**src/rtl/screen_transition_ctl_pkg.sv**
```systemverilog
// Shared game/draw definitions: screen identifiers, fade limits and
// saturating fade-level arithmetic used by the transition controller.
package screen_transition_ctl_pkg;

  typedef enum logic [1:0] {
    SCREEN_START   = 2'd0,
    SCREEN_GK      = 2'd1,
    SCREEN_SHOOTER = 2'd2,
    SCREEN_END     = 2'd3
  } screen_t;

  localparam int unsigned LEVEL_W  = 4;
  localparam logic [3:0]  FADE_MAX = 4'd15;
  localparam logic [3:0]  FADE_MIN = 4'd0;

  // Darken by one step; a borrow into bit 4 means the result went below 0.
  function automatic logic [3:0] fade_dec(input logic [3:0] level, input logic [3:0] step);
    logic [4:0] diff;
    diff = {1'b0, level} - {1'b0, step};
    return diff[4] ? FADE_MIN : diff[3:0];
  endfunction

  // Brighten by one step; a carry into bit 4 means the result passed 15.
  function automatic logic [3:0] fade_inc(input logic [3:0] level, input logic [3:0] step);
    logic [4:0] sum;
    sum = {1'b0, level} + {1'b0, step};
    return sum[4] ? FADE_MAX : sum[3:0];
  endfunction

endpackage

```
**src/rtl/screen_transition_ctl_frame_tick.sv**
```systemverilog
// Frame-start detector and brightness-step divider.
//   clk, rst_n     : clock, async active-low reset
//   vsync_i        : vertical sync, rising edge = frame start
//   clr_i          : synchronous clear of the frame divider
//   frame_start_c  : combinational, high in the cycle vsync is first sampled high
//   step_tick_c    : combinational, frame start that completes FRAMES_PER_STEP frames
module screen_transition_ctl_frame_tick #(
  parameter int unsigned FRAMES_PER_STEP = 2
) (
  input  logic clk,
  input  logic rst_n,
  input  logic vsync_i,
  input  logic clr_i,
  output logic frame_start_c,
  output logic step_tick_c
);

  localparam int unsigned CNT_W    = 4;
  localparam logic [CNT_W-1:0] CNT_LAST = CNT_W'(FRAMES_PER_STEP - 1);

  logic             vsync_q;
  logic             armed_q;
  logic [CNT_W-1:0] cnt_q;
  logic [CNT_W-1:0] cnt_d;

  // armed_q masks the first cycle after reset so a vsync already high at
  // release is not mistaken for a rising edge.
  assign frame_start_c = vsync_i & ~vsync_q & armed_q;
  assign step_tick_c   = frame_start_c && (cnt_q == CNT_LAST);

  // Divider next value.
  always_comb begin
    cnt_d = cnt_q;
    if (clr_i) begin
      cnt_d = '0;
    end else if (frame_start_c) begin
      cnt_d = (cnt_q == CNT_LAST) ? '0 : cnt_q + CNT_W'(1);
    end
  end

  // Edge-detect and divider registers.
  always_ff @(posedge clk or negedge rst_n) begin
    if (!rst_n) begin
      vsync_q <= 1'b0;
      armed_q <= 1'b0;
      cnt_q   <= '0;
    end else begin
      vsync_q <= vsync_i;
      armed_q <= 1'b1;
      cnt_q   <= cnt_d;
    end
  end

endmodule

```
**src/rtl/screen_transition_ctl.sv**
```systemverilog
// Frame-synchronous screen transition sequencer: fades the current screen to
// black, swaps the background select during a black frame, fades back in.
//   clk, rst_n   : pixel clock, async active-low reset
//   vsync        : vertical sync (rising edge = frame start)
//   screen_req   : requested screen (screen_t encoding)
//   screen_sel   : registered background mux select
//   fade_level   : registered brightness, 15 full .. 0 black
//   busy         : registered, high whenever not in SHOW
//   switch_done  : registered one-cycle pulse when a transition completes
module screen_transition_ctl #(
  parameter int unsigned FRAMES_PER_STEP = 2,
  parameter int unsigned FADE_STEP       = 5
) (
  input  logic       clk,
  input  logic       rst_n,
  input  logic       vsync,
  input  logic [1:0] screen_req,
  output logic [1:0] screen_sel,
  output logic [3:0] fade_level,
  output logic       busy,
  output logic       switch_done
);

  import screen_transition_ctl_pkg::*;

  typedef enum logic [1:0] {
    ST_SHOW     = 2'd0,
    ST_FADE_OUT = 2'd1,
    ST_SWAP     = 2'd2,
    ST_FADE_IN  = 2'd3
  } ctl_state_t;

  localparam logic [LEVEL_W-1:0] STEP = LEVEL_W'(FADE_STEP);

  ctl_state_t         state_q, state_d;
  screen_t            sel_q, sel_d;
  logic [LEVEL_W-1:0] level_q, level_d;
  logic               busy_q, busy_d;
  logic               done_q, done_d;
  logic               frame_start_c;
  logic               step_tick_c;
  logic               cnt_clr_c;
  screen_t            req_c;

  assign req_c = screen_t'(screen_req);

  // Divider runs only inside a fade and restarts on every state change.
  assign cnt_clr_c = (state_d != state_q) ||
                     (state_q == ST_SHOW) || (state_q == ST_SWAP);

  screen_transition_ctl_frame_tick #(
    .FRAMES_PER_STEP(FRAMES_PER_STEP)
  ) u_frame_tick (
    .clk          (clk),
    .rst_n        (rst_n),
    .vsync_i      (vsync),
    .clr_i        (cnt_clr_c),
    .frame_start_c(frame_start_c),
    .step_tick_c  (step_tick_c)
  );

  // Next-state and output logic.
  always_comb begin
    state_d = state_q;
    sel_d   = sel_q;
    level_d = level_q;
    done_d  = 1'b0;
    unique case (state_q)
      ST_SHOW: begin
        if (frame_start_c && (req_c != sel_q)) state_d = ST_FADE_OUT;
      end
      ST_FADE_OUT: begin
        if (step_tick_c) begin
          level_d = fade_dec(level_q, STEP);
          if (level_d == FADE_MIN) state_d = ST_SWAP;
        end
      end
      ST_SWAP: begin
        // Latest request wins; may equal the old screen.
        if (frame_start_c) begin
          sel_d   = req_c;
          state_d = ST_FADE_IN;
        end
      end
      ST_FADE_IN: begin
        if (step_tick_c) begin
          level_d = fade_inc(level_q, STEP);
          if (level_d == FADE_MAX) begin
            state_d = ST_SHOW;
            done_d  = 1'b1;
          end
        end
      end
      default: state_d = ST_SHOW;
    endcase
    busy_d = (state_d != ST_SHOW);
  end

  // State and output registers.
  always_ff @(posedge clk or negedge rst_n) begin
    if (!rst_n) begin
      state_q <= ST_SHOW;
      sel_q   <= SCREEN_START;
      level_q <= FADE_MAX;
      busy_q  <= 1'b0;
      done_q  <= 1'b0;
    end else begin
      state_q <= state_d;
      sel_q   <= sel_d;
      level_q <= level_d;
      busy_q  <= busy_d;
      done_q  <= done_d;
    end
  end

  assign screen_sel  = sel_q;
  assign fade_level  = level_q;
  assign busy        = busy_q;
  assign switch_done = done_q;

endmodule

```
**config.mk**
```make
export PLATFORM = sky130hd
export DESIGN_NAME = screen_transition_ctl
export DESIGN_NICKNAME = d
export VERILOG_FILES = /design/src/rtl/screen_transition_ctl_pkg.sv /design/src/rtl/screen_transition_ctl_frame_tick.sv /design/src/rtl/screen_transition_ctl.sv
export SDC_FILE = /design/constraint.sdc
export NUM_CORES = 1
export LEC_CHECK = 0
export CAP_MARGIN = 40
export CORE_MARGIN = 1.5
export CORE_UTILIZATION = 50
export DETAILED_ROUTE_END_ITERATION = 10
export GPL_ROUTABILITY_DRIVEN = 1
export GPL_TIMING_DRIVEN = 0
export PLACE_DENSITY = 0.78
export SYNTH_ARGS = -nofsm -noshare
export SYNTH_HDL_FRONTEND = slang
export SYNTH_SLANG_ARGS = --single-unit
```
**constraint.sdc**
```tcl
create_clock -name clk -period 3.8 [get_ports clk]
set_input_delay 0.57 -clock clk [delete_from_list [all_inputs] [get_ports clk]]
set_output_delay 0.57 -clock clk [all_outputs]
set_load 0.02 [all_outputs]
```
==> impl_summary.md <==
STA
The count of endpoints failing setup in the final report is 0. The max-slew violation count was 0. Setup repair after global routing left no endpoint under its margin. The summed negative setup slack over all endpoints is 0 ns.

The final critical path takes up between 50% and 60% of the cycle. For the pin with the worst max-slew slack, the measured transition is 0.685 ns. The shortest clock period the worst path allows after layout is around 2.2 ns.

The final setup slack of the worst path is 1.55 ns. The hold violation total from the final report is 0. The worst relative slew slack is 54.2%. Between clock sinks in the finished design, the worst skew comes to ~0.0018 ns.

The highest achievable clock rate is 445 MHz.

Run status
The run finished with clean final reports.

Yosys
The synthesis warning total is 0. The distinct cell type count of the synthesized netlist is 43. The total standard cell area after synthesis is 971 sq um. After synthesis, the share of flip-flops with an asynchronous set or reset is 100%. Counting flops and latches in the post-synthesis netlist gives 16. The portion of the post-synthesis area used by sequential elements is 41.8%. In the synthesized netlist, the number of instances is approximately 100. The synthesized design contains 0 enable-type register cells. The number of nets in the synthesized netlist is about 110. The prevailing post-synth register cell is dfrtp_1.

The synthesized area per cell is 9.43 sq um.

GRT
The first global-routing pass estimated about 3.2 mm of wire. The pin count of the biggest net entering global routing is 17. Across every metal layer, demand over resource in global routing totals around a fifth. The initial antenna violation count is 0.

The remaining global-route overflow is 0. In the global route stage, met1 resource usage came out at about 28%. The number of global-route vias before repair is 740. The global routing usage on met2 is ~32%. In this run the most used layer during global routing was met2.

For met3 alone, demand over resource in global routing was 5.77%.

Run
The tool flagged a number of max-cap violations equal to 0.

Finish
The area occupied by registers is just over 400 sq um. Relative to the synthesized area, the layout overhead comes to 18.3%. Leaving out fill and tap cells, the most frequent cells in the layout are 12 x dfrtp_1, 12 x clkdlybuf4s50_1, 9 x o21ai_0.

The repair_antennas step left the layout with diodes totalling 0. The final net count is ~130. Fill cells in the final layout number 149. In the final layout, the multi-input gates occupy ~510 sq um. The layout cell share with drive strength beyond 1 is 14.3%.

Clock network
The buffer levels on the longest clock path is 2. The CTS root buffer is clkbuf_4. For this design, the sink count on the clock tree is 16. The number of hold-repair buffers added at the cts stage is 0.

The number of gates resized after cts is 0. The number of buffers added for setup after CTS is 0. The clock-pin slew on the worst setup and hold paths is roughly 0.10 ns. In this run the number of H-tree levels came out at 1. Counting the buffers created by CTS gives 3. The clock tree from TritonCTS is built. The clock reaches the later pin of the worst-skew pair after about 0.30 ns.

Worst setup path
The worst path required time is just over 4 ns. The critical path is of the flip-flop to flip-flop type. The kind of end point of the critical path is a flip-flop. The data arrival time of the critical path is 2.48 ns.

STA classifies the critical path startpoint as a flip-flop. In this run the worst path has a maximum fanout of 9.

Route
The via count of the routed design is between 800 and 900. The iteration-0 DRC count of the detailed router is 29. The post-detailed-route DRC marker count is 0. For this block, the routed nets add up to between 1.5 and 2 mm of wire. The remaining antenna violation count is 0. The post-detailed-route via-to-cell ratio is between 5 and 6. After detailed routing, the average wire length per cell comes to about 14 microns. The first detailed-routing pass took 4 iterations.

Floorplan
The floorplan die width is 47.1 microns. The core region is roughly 1800 sq um. The number of standard-cell rows in the floorplan is 15. For this design the top-level I/O count stands at 13.

In this run the vertical extent of the chip is about 47 microns. Once the floorplan was initialized, standard cells occupied 54.5% of the core. The floorplan step defined a die boundary enclosing about 2200 sq um.

Placed design
At the end of routability-driven placement, the weighted congestion stood at between 0.8 and 0.9. The number of buffers inserted by port buffering is 12. The half-perimeter wire length after detailed placement is 1.43 mm.

Timing analysis after detailed placement gives a worst setup slack of between 1.5 and 2 ns.

Power
The leakage power of the design is just over 0.0005 uW. Across the VDD grid, the largest voltage drop is 0.311 mV. In this run the power density over the cells is roughly 500 nW/um^2.

Hold path
The worst hold-check path type is flip-flop to flip-flop.
layer usage:
metal,routed length [microns],share of wire [%],vias up
met5,0,0,-
met4,47,2.4,0
met3,106,5.4,5
met2,912,47,36
met1,893,46,393
li1,-,-,401
Yosys cell counts (all sizes together) (2+ instances only):
library cell   n  share of area [%]
dfrtp         12                 31
o21ai          9                4.6
inv            8                3.1
a21oi          6                3.1
nand2          6                2.3
nor2           6                2.3
buf            4                2.1
dfstp          4                 11
ha             4                5.2
mux2           3                3.5
nand3          3                1.5
xor2           3                2.7
a21o           2                1.5
clkbuf         2               0.77
nor2b          2                1.3
nor3           2                1.0
nor3b          2                2.7
or3            2                1.4
cell type report:
class	instances	share of cell area (%)
Sequential cell	16	35.3
Tap cell	25	2.72
Multi-Input combinational cell	73	44.2
Inverter	8	2.61
Buffer	6	2.40
Timing Repair Buffer	12	10.5
Clock buffer	4	2.29
worst paths after layout:
path / startpoint / endpoint / slack (ns) / depth (start not counted)
worst max register to register: fade_level[0] / state_q[1] / 1.55 / 7
worst max-delay path: fade_level[0] / state_q[1] / 1.55 / 7
min in group asynchronous: rst_n / u_frame_tick.cnt_q[3] / 0.68 / 1
worst min-delay path: fade_level[3] / fade_level[0] / 0.56 / 2
max in group asynchronous: rst_n / u_frame_tick.vsync_q / 2.69 / 1
worst min register to register: fade_level[3] / fade_level[0] / 0.56 / 2
power breakdown:
| part | leakage [uW] | internal, uW | switching, uW |
|---|---|---|---|
| sequential | 0.000180 | 209 | 35.0 |
| clock | 0.0000150 | 41.0 | 59.3 |
| combinational | 0.000308 | 101 | 126 |
state kept, by name, summed over array words and instances, names as in the netlist:
signal                flops
switch_done               1
u_frame_tick.armed_q      1
busy                      1
u_frame_tick.cnt_q        4
state_q                   2
u_frame_tick.vsync_q      1
screen_sel                2
fade_level                4
metrics by stage:
step / utilization [%] / hold slack [ns] / std cells / total power (uW) / instance area (sq um)
floorplan: - / 0.274 / 103 / 404 / 971
global placement: 62.9 / 0.536 / 140 / 461 / 1120
detailed placement: 62.9 / 0.540 / 140 / 469 / 1120
CTS: 64.4 / 0.561 / 144 / 567 / 1150
global route: 64.4 / 0.580 / 144 / 611 / 1150
finish: 64.4 / 0.556 / 144 / 571 / 1150
critical path: stages, from the launching register on:
cell      delay [ns]
dfstp_2         0.55
buf_2           0.19
inv_1           0.09
ha_1            0.28
nor2b_1         0.23
o311ai_1        0.16
or4b_1          0.53
a21oi_1         0.16
kinds of logic (layout without fill, tap and decap cells):
logic type | Yosys count | in the layout | synth area share, %
AOI/OAI and AO/OA | 31 | 31 | 21.5
xor gates and xnor gates | 4 | 4 | 3.61
adders and majority gates | 4 | 4 | 5.15
buffers and inverters | 14 | 30 | 5.93
DFF | 16 | 16 | 41.8
muxes | 3 | 3 | 3.48
other | 1 | 1 | 0.386
and+or+nand+nor | 30 | 30 | 18.2
No activity file was read; power rests on OpenSTA's default activity.
